--- config.mk ---
export PLATFORM = sky130hd
export DESIGN_NAME = image_writer
export DESIGN_NICKNAME = d
export VERILOG_FILES = /design/src/rtl/image_params_pkg.sv /design/src/rtl/image_writer_addr_gen.sv /design/src/rtl/image_writer.sv
export SDC_FILE = /design/constraint.sdc
export NUM_CORES = 1
export LEC_CHECK = 0
export ABC_AREA = 1
export ABC_CLOCK_PERIOD_IN_PS = 4600
export BUFFER_PORTS_ARGS = -buffer_cell sky130_fd_sc_hd__buf_4
export CAP_MARGIN = 10
export CELL_PAD_IN_SITES_DETAIL_PLACEMENT = 0
export CELL_PAD_IN_SITES_GLOBAL_PLACEMENT = 1
export CORE_ASPECT_RATIO = 0.7
export CORE_UTILIZATION = 45
export DETAILED_ROUTE_END_ITERATION = 10
export PLACE_DENSITY_LB_ADDON = 0.1
export SLEW_MARGIN = 20
export SYNTH_ARGS = -nofsm -noshare
export SYNTH_HDL_FRONTEND = slang
export SYNTH_SLANG_ARGS = --single-unit
--- constraint.sdc ---
create_clock -name pixel_clk -period 4.6 [get_ports pixel_clk]
set_input_delay 0.69 -clock pixel_clk [delete_from_list [all_inputs] [get_ports pixel_clk]]
set_output_delay 0.69 -clock pixel_clk [all_outputs]
set_load 0.005 [all_outputs]
--- src/rtl/image_params_pkg.sv ---
// Frame-buffer geometry shared by the capture (image_writer) and VGA readout paths.
package image_params;
  localparam int WIDTH_ADDR  = 16;
  localparam int WIDTH_COLOR = 4;
  localparam int WIDTH_POS   = 10;
  localparam int WIDTH_IMG   = 200;
  localparam int HEIGHT_IMG  = 200;
endpackage

--- src/rtl/image_writer_addr_gen.sv ---
// Raster position tracker: x, y and row_base, with address = row_base + x (no multiplier).
module img_addr_gen
  import image_params::*;
(
  input  logic                  clk,
  input  logic                  rst,
  input  logic                  i_clear,
  input  logic                  i_adv_pixel,
  input  logic                  i_adv_line,
  output logic [WIDTH_ADDR-1:0] o_address,
  output logic                  o_x_last,
  output logic                  o_x_full,
  output logic                  o_line_last
);
  localparam logic [WIDTH_POS-1:0]  X_END    = WIDTH_POS'(WIDTH_IMG);
  localparam logic [WIDTH_POS-1:0]  Y_LAST   = WIDTH_POS'(HEIGHT_IMG - 1);
  localparam logic [WIDTH_ADDR-1:0] ROW_STEP = WIDTH_ADDR'(WIDTH_IMG);

  logic [WIDTH_POS-1:0]  r_x, r_y;
  logic [WIDTH_ADDR-1:0] r_row_base;
  logic [WIDTH_POS-1:0]  w_x_base, w_y_base;
  logic [WIDTH_ADDR-1:0] w_rb_base;

  // Clear and advance may coincide (sof beat): advances apply on top of the cleared position.
  always_comb begin
    w_x_base  = i_clear ? '0 : r_x;
    w_y_base  = i_clear ? '0 : r_y;
    w_rb_base = i_clear ? '0 : r_row_base;
  end

  always_ff @(posedge clk) begin
    if (rst) begin
      r_x        <= '0;
      r_y        <= '0;
      r_row_base <= '0;
    end else if (i_adv_line) begin
      r_x        <= '0;
      r_y        <= w_y_base + 1'b1;
      r_row_base <= w_rb_base + ROW_STEP;
    end else if (i_adv_pixel) begin
      r_x        <= (w_x_base == X_END) ? w_x_base : w_x_base + 1'b1;
      r_y        <= w_y_base;
      r_row_base <= w_rb_base;
    end else begin
      r_x        <= w_x_base;
      r_y        <= w_y_base;
      r_row_base <= w_rb_base;
    end
  end

  assign o_address   = r_row_base + {{(WIDTH_ADDR - WIDTH_POS){1'b0}}, r_x};
  assign o_x_last    = (r_x == X_END - 1'b1);
  assign o_x_full    = (r_x == X_END);
  assign o_line_last = (r_y == Y_LAST);
endmodule

--- src/rtl/image_writer.sv ---
// Captures one framed pixel stream per start pulse into the frame buffer write port,
// flagging bad line lengths and unexpected start-of-frame markers.
module image_writer
  import image_params::*;
(
  input  logic                   pixel_clk,
  input  logic                   rst,
  input  logic                   start,
  input  logic                   s_valid,
  output logic                   s_ready,
  input  logic [WIDTH_COLOR-1:0] s_data,
  input  logic                   s_sof,
  input  logic                   s_eol,
  output logic [WIDTH_ADDR-1:0]  address,
  output logic [WIDTH_COLOR-1:0] dout,
  output logic                   en_write,
  output logic                   busy,
  output logic                   frame_done,
  output logic                   err_line,
  output logic                   err_frame
);
  typedef enum logic [1:0] {ST_IDLE, ST_WAIT_SOF, ST_WRITE, ST_DONE} state_t;

  state_t                   r_state;
  logic [WIDTH_ADDR-1:0]    r_address;
  logic [WIDTH_COLOR-1:0]   r_dout;
  logic                     r_en_write, r_busy, r_frame_done, r_err_line, r_err_frame;
  logic                     w_accept, w_in_frame, w_clear, w_adv_pixel, w_adv_line;
  logic                     w_line_err, w_frame_end, w_x_last, w_x_full, w_line_last;
  logic [WIDTH_ADDR-1:0]    w_address, w_wr_addr;

  // Handshake: a beat transfers on a cycle where s_valid & s_ready; s_ready depends only on
  // the state register, never on s_valid. Only transferred beats sample s_data/s_sof/s_eol.
  assign s_ready     = (r_state == ST_WAIT_SOF) || (r_state == ST_WRITE);
  assign w_accept    = s_valid & s_ready;
  assign w_in_frame  = w_accept & (s_sof | (r_state == ST_WRITE));
  assign w_clear     = ((r_state == ST_IDLE) & start) | (w_accept & s_sof);
  assign w_adv_pixel = w_in_frame & (s_sof | ~w_x_full);
  assign w_adv_line  = w_in_frame & s_eol;
  assign w_wr_addr   = s_sof ? '0 : w_address;
  assign w_line_err  = w_adv_line & (s_sof | ~w_x_last);
  assign w_frame_end = w_adv_line & ~s_sof & w_line_last;

  img_addr_gen u_addr_gen (
    .clk         (pixel_clk),
    .rst         (rst),
    .i_clear     (w_clear),
    .i_adv_pixel (w_adv_pixel),
    .i_adv_line  (w_adv_line),
    .o_address   (w_address),
    .o_x_last    (w_x_last),
    .o_x_full    (w_x_full),
    .o_line_last (w_line_last)
  );

  always_ff @(posedge pixel_clk) begin
    if (rst) begin
      r_state      <= ST_IDLE;
      r_address    <= '0;
      r_dout       <= '0;
      r_en_write   <= 1'b0;
      r_busy       <= 1'b0;
      r_frame_done <= 1'b0;
      r_err_line   <= 1'b0;
      r_err_frame  <= 1'b0;
    end else begin
      r_en_write   <= w_adv_pixel;
      r_frame_done <= 1'b0;
      if (w_adv_pixel) begin
        r_address <= w_wr_addr;
        r_dout    <= s_data;
      end
      if (w_line_err) r_err_line <= 1'b1;
      if (w_in_frame & s_sof & (r_state == ST_WRITE)) r_err_frame <= 1'b1;
      case (r_state)
        ST_IDLE: if (start) begin
          r_state     <= ST_WAIT_SOF;
          r_busy      <= 1'b1;
          r_err_line  <= 1'b0;
          r_err_frame <= 1'b0;
        end
        ST_WAIT_SOF: if (w_in_frame) r_state <= ST_WRITE;
        ST_WRITE: if (w_frame_end) begin
          r_state      <= ST_DONE;
          r_frame_done <= 1'b1;
        end
        default: begin
          r_state <= ST_IDLE;
          r_busy  <= 1'b0;
        end
      endcase
    end
  end

  assign address    = r_address;
  assign dout       = r_dout;
  assign en_write   = r_en_write;
  assign busy       = r_busy;
  assign frame_done = r_frame_done;
  assign err_line   = r_err_line;
  assign err_frame  = r_err_frame;
endmodule

* Word-level counts from Yosys, hierarchy flattened *
Cells that the tools add are included.

word-level totals
  input bits = 10
  logic and storage cells = 72
  output and inout bits = 26
  register bits after elaboration = 63

cells by class
  eq/ne operators = 9
  bitwise gates (word level) = 20
  add/sub/neg operators = 4
  mux-type cells = 21
  reductions and logical operators = 7

operators by type and width
  cell                                                              count
  10-bit two-way mux                                                5
  16-bit two-way mux                                                3
  10-bit by 8-bit == test with 1-bit output, second input constant  4
  10-bit by 1-bit adder with 10-bit output, second input constant   2
  16-bit by 10-bit adder with 16-bit output                         1
  16-bit by 8-bit adder with 16-bit output, second input constant   1
  1-bit AND                                                         11
  1-bit two-way mux                                                 8
  2-bit two-way mux                                                 3
  2-bit inequality test, second input constant                      3
  2-bit one-hot mux with 3 select lines                             1
  2-bit OR reduction                                                3
  1-bit NOT                                                         5
  1-bit OR                                                          4
  3-bit AND reduction                                               1
  2-bit by 1-bit == test with 1-bit output, second input constant   1
  2-bit == test, second input constant                              1
  2-bit zero test                                                   1
  1-bit one-hot mux with 2 select lines                             1
  2-bit AND reduction                                               1
  1-bit logical OR                                                  1

* Longest topological paths before layout *
  depth after elaboration = 9
  depth in mapped cells = 15
  mapped depth without buffers = 13

* Hierarchy *
A second synthesis with hierarchy kept.

unflattened totals
  cell total of the unflattened synthesis = 521
  area total of the unflattened synthesis = 3627.2 um2

by module, submodules not included
  module        times used  cells an instance  sequential area each (um2)  area each (um2)
  img_addr_gen  1           377                660.6                       2467.4
  image_writer  1           144                540.5                       1159.9

* Worst setup path after synthesis *
Ideal clock, no wire load.

  path kind = flip-flop to flip-flop
  from = register r_state[0]
  to = register u_addr_gen.r_y[6]
  data required time = 4.490 ns
  period minus slack after synthesis = 2.154 ns
  setup time = 0.110 ns
  arrival time = 2.044 ns
  path buffers = 2
  cell stages (with the launch flop) = 16
  slack = 2.446 ns
  cell sequence = dfxtp_1 > inv_1 > ha_1 > nand3_2 > nand2_1 > buf_6 > buf_4 > nor2_1 > ha_1 > inv_1 > nor3_2 > nand2_1 > nor2_1 > nand2_1 > nand2_1 > nor2_1

on the way
  word-level cells in the longest chain between the ends = 8
  elaborated cells between the ends (all ways) = 14
  classes of those cells = 1 x add/sub; 2 x eq/ne; 2 x mux; 7 x bitwise; 2 x reduce/logical

RTL lines
  element                                                                           line                         source
  start, declared                                                                   image_writer.sv:24           state_t r_state;
  start signal, assigned                                                            image_writer.sv:58           r_state <= ST_IDLE;
  start signal, assigned                                                            image_writer.sv:77           r_state <= ST_WAIT_SOF;
  start signal, assigned                                                            image_writer.sv:82           ST_WAIT_SOF: if (w_in_frame) r_state <= ST_WRITE;
  2-bit by 1-bit == test with 1-bit output / 2-bit == test (equally long branches)  image_writer.sv:34           assign s_ready = (r_state == ST_WAIT_SOF) || (r_state == ST_WRITE);
  1-bit logical OR *                                                                image_writer.sv:34
  named net s_ready                                                                 image_writer.sv:10           output logic s_ready,
  1-bit AND *                                                                       image_writer.sv:35           assign w_accept = s_valid & s_ready;
  1-bit AND                                                                         image_writer.sv:37           assign w_clear = ((r_state == ST_IDLE) & start) | (w_accept & s_sof);
  1-bit OR                                                                          image_writer.sv:37
  10-bit two-way mux                                                                image_writer_addr_gen.sv:27  w_y_base = i_clear ? '0 : r_y;
  10-bit by 1-bit adder with 10-bit output                                          image_writer_addr_gen.sv:38  r_y <= w_y_base + 1'b1;
  10-bit two-way mux *                                                              image_writer_addr_gen.sv:36  end else if (i_adv_line) begin
  end signal, assigned                                                              image_writer_addr_gen.sv:38
  end signal, assigned                                                              image_writer_addr_gen.sv:42  r_y <= w_y_base;
  end signal, assigned                                                              image_writer_addr_gen.sv:46  r_y <= w_y_base;
  end, declared                                                                     image_writer_addr_gen.sv:19  logic [WIDTH_POS-1:0] r_x, r_y;

The timed path passes the listed nets; every way through them passes the cells marked *.
A chain may end at the register's enable or synchronous reset.

* Final worst setup path *
  from = register r_state[0]
  to = register u_addr_gen.r_row_base[13]

on the way
  word-level cells in the longest chain between the ends = 8
  elaborated cells between the ends (all ways) = 14
  classes of those cells = 1 x add/sub; 2 x eq/ne; 2 x mux; 7 x bitwise; 2 x reduce/logical

RTL lines
  element                                                                           line                                    source
  2-bit by 1-bit == test with 1-bit output / 2-bit == test (equally long branches)  image_writer.sv:34, image_writer.sv:36
  1-bit logical OR                                                                  image_writer.sv:34
  1-bit AND                                                                         image_writer.sv:35
  1-bit AND                                                                         image_writer.sv:37
  1-bit OR                                                                          image_writer.sv:37
  16-bit two-way mux                                                                image_writer_addr_gen.sv:28             w_rb_base = i_clear ? '0 : r_row_base;
  16-bit by 8-bit adder with 16-bit output                                          image_writer_addr_gen.sv:39             r_row_base <= w_rb_base + ROW_STEP;
  16-bit two-way mux *                                                              image_writer_addr_gen.sv:36
  end signal, assigned                                                              image_writer_addr_gen.sv:39
  end signal, assigned                                                              image_writer_addr_gen.sv:43             r_row_base <= w_rb_base;
  end signal, assigned                                                              image_writer_addr_gen.sv:47             r_row_base <= w_rb_base;
  end, declared                                                                     image_writer_addr_gen.sv:20             logic [WIDTH_ADDR-1:0] r_row_base;

Mark *: on every way between the ends. The rest lies on a longest branch, timed or not.

==> flow_summary_export.csv <==
group,metric,value,unit
outcome,outcome,"complete, no violations",
synthesis,synth-edff-count,0,
grt,gr-total-overflow,0,
critical_path,critPathLaunchType,"register",
cells_and_area,syn_to_final_growth,14.46,%
synthesis,synthFlopType,"dfxtp_1",
grt,grt_pass1_vias,2938,
synthesis,synthesis.area,3436,um2
routing,drc,0,
timing,timing.final.crit_share,0.5446,
synthesis,ys_warn_count,0,
hold_path,hold_path_class,"register to register",
grt,grt_first_pass_wirelength,14.35,mm
synthesis,synth_top_area_cell,"dfxtp_1",
cells_and_area,fin_nets,580,
synthesis,synth_top_area_share,0.3496,
synthesis,ys_seq_area_frac,0.3496,
floorplan,die_h,75.11,um
cells_and_area,drive_gt1_frac,0.1243,
synthesis,synth_cell_type_count,36,
routing,vias,3281,
placed_design,dp_cells,645,
timing,final.setup.tns,0,ns
routing,first_iter_violations,168,
floorplan,io_pins,36,
timing,whs,0.4653,ns
routing,drt_pre_antenna_iters,5,
routing,wl_per_cell,12.74,um
synthesis,synthArstFlopShare,0,
critical_path,path_class,"register to register",
routing,final_antenna_net_count,0,
grt,grt_max_degree,28,
timing,report.final.hold_viol_count,0,
timing,tightest_slew,0.9907,ns
clock_tree,numClockSinks,60,
timing,rsz0062_at_grt,"false",
synthesis,syn_area_per_cell,6.532,um2
floorplan,start_util,0.4673,
cells_and_area,stdcell_count,661,
run,cap_violations,0,
floorplan,die_w,106.4,um
clock_tree,hold_buffers,0,
clock_tree,cts_resized,0,
power_and_ir_drop,cellLeakagePower,0.001724,uW
clock_tree,path_clk_slew,0.07,ns
critical_path,arrival,2.79,ns
clock_tree,numCtsBuffers,9,
routing,wirelength,8.424,mm
synthesis,synth_seq_cells,60,
grt,grt_usage,0.2328,
critical_path,cp-end-kind,"register",
clock_tree,htree_num_levels,3,
routing,routed_via_density,4.964,
critical_path,worstPathCellList,"inv_1, ha_1, nand2_1, nand2_1, inv_2, nand2_2, nor2_1, nand4_1, nand2_1, nand2_1, nor2_1",
timing,fin_crit,2.505,ns
floorplan,rows,26,
placed_design,place_congestion,0.8220,
hold_path,min_path_cells,2,
power_and_ir_drop,peakVddDrop,0.2064,mV
timing,setup_violations,0,
timing,fin_skew,0.01271,ns
cells_and_area,num-fill-cells,773,
clock_tree,clockBufferDepth,2,
floorplan,die_area,7994,um2
floorplan,core,7352,um2
power_and_ir_drop,p_per_area,364.8,nW/um2
critical_path,cp_common_cell,"nand2_1",
timing,fmax,0.3992,GHz
timing,relSlewSlack,0.3371,
critical_path,required,4.89,ns
critical_path,r2r.worst_path.cells,11,
placed_design,post-dp-hpwl,6.073,mm
timing,slew_violations,0,
synthesis,syn_nets,548,
clock_tree,cts_root_buffer,"clkbuf_8",
placed_design,portBuffers,35,
critical_path,max_stage_delay,0.35,ns
critical_path,slowest_stage,"dfxtp_1",
synthesis,yosys-top-cells-area,"dfxtp_1 (35%), nand2_1 (15%), nor2_1 (8.3%)",
grt,grt_antenna_before_repair,0,
critical_path,critPathMaxFanout,18,
cells_and_area,n_antenna_cell,0,
clock_tree,cts_setup_buffers,0,
clock_tree,clock_latency,0.35,ns
clock_tree,cts_tree,"built",
synthesis,synth_cells,526,
==> state kept, by name, indices dropped and copies added, names as in the netlist <==
signal / flops
busy: 1
err_line: 1
u_addr_gen.r_y: 10
u_addr_gen.r_row_base: 13
en_write: 1
u_addr_gen.r_x: 10
r_state: 2
dout: 4
address: 16
err_frame: 1
frame_done: 1
==> cells in the final DEF, fill, tap and decap left out, types with 2 or more instances in the layout <==
cell type / count
nand2_1: 137
nor2_1: 76
inv_1: 73
dfxtp_1: 60
nand3_1: 40
a21oi_1: 39
buf_4: 36
nand4_1: 16
o21ai_0: 15
nor3_1: 11
ha_1: 11
clkbuf_8: 11
xor2_1: 4
nor2_2: 3
nand3_2: 2
nand3_4: 2
nand2_2: 2
nor3_2: 2
or2_2: 2
o21bai_1: 2
o21ai_2: 2
clkinv_2: 2
==> per-stage QoR <==
stage          power (uW)  setup WS (ns)  cell area, um2    util
2_1_floorplan       856.1          2.446            3436       -
3_3_place_gp        943.6          2.095            3730  0.5073
3_5_place_dp        949.3          1.983            3730  0.5073
4_1_cts              1446          2.113            3933  0.5349
5_1_grt              1525          1.803            3933  0.5349
6_report             1435          2.095            3933  0.5349
==> layout make-up <==
class                      count  area, um2  share of cell area
tap                           98      122.6             0.03118
multi-input combinational    377       1858              0.4725
sequential                    60       1201              0.3054
timing repair buffer          36      270.3             0.06872
clock buffer                  12      155.1             0.03945
clock inverter                 4      47.55             0.01209
inverter                      74      277.8             0.07063
==> synth_stat cells (all sizes together) (2+ instances only) <==
library cell and n:
buf 11, inv 74, dfxtp 60, nand4 16, or2 2, xor2 4
nor2 80, ha 11, nand3 44, o21bai 2, nor3 14, nand2 139
a21oi 39, o21ai 17, clkbuf 4
==> path summary, 6_finish.rpt <==
path / start / endpoint / slack [ns]
worst max-delay path: r_state[0] / u_addr_gen.r_row_base[13] / 2.09
worst min-delay path: address[10] / address[10] / 0.47
worst max register to register: r_state[0] / u_addr_gen.r_row_base[13] / 2.09
worst min register to register: address[10] / address[10] / 0.47
==> power breakdown <==
| group | internal (uW) | total (uW) | switching (uW) | leakage, uW |
|---|---|---|---|---|
| Sequential | 551 | 572 | 20.6 | 0.000484 |
| Clock | 278 | 495 | 217 | 0.000102 |
| Combinational | 110 | 367 | 257 | 0.00114 |
==> cell families after synthesis <==
family          after synthesis  share of synthesized area
flops                        60                     0.3496
compound gates               63                    0.09869
fa+ha+maj                    12                    0.04588
simple gates                297                     0.3835
xor+xnor                      5                    0.01275
buf+inv                      89                     0.1096
==> layer usage <==
layer | vias up | routed length [um] | share of wire | GRT usage
met5 | - | 0 | 0 | 0
li1 | 1743 | - | - | -
met4 | 0 | 85 | 0.010 | 0.07458
met2 | 59 | 3449 | 0.41 | 0.3492
met1 | 1469 | 4501 | 0.53 | 0.3284
met3 | 10 | 388 | 0.046 | 0.05887
==> worst max-delay path, delay by kind of cell (launching register included) <==
| family | cells | cell delay (ns) |
|---|---|---|
| fa+ha+maj | 1 | 0.25 |
| buf+inv | 2 | 0.42 |
| flops | 1 | 0.35 |
| simple gates | 8 | 1.41 |
Power figures use the tool's default switching activity.
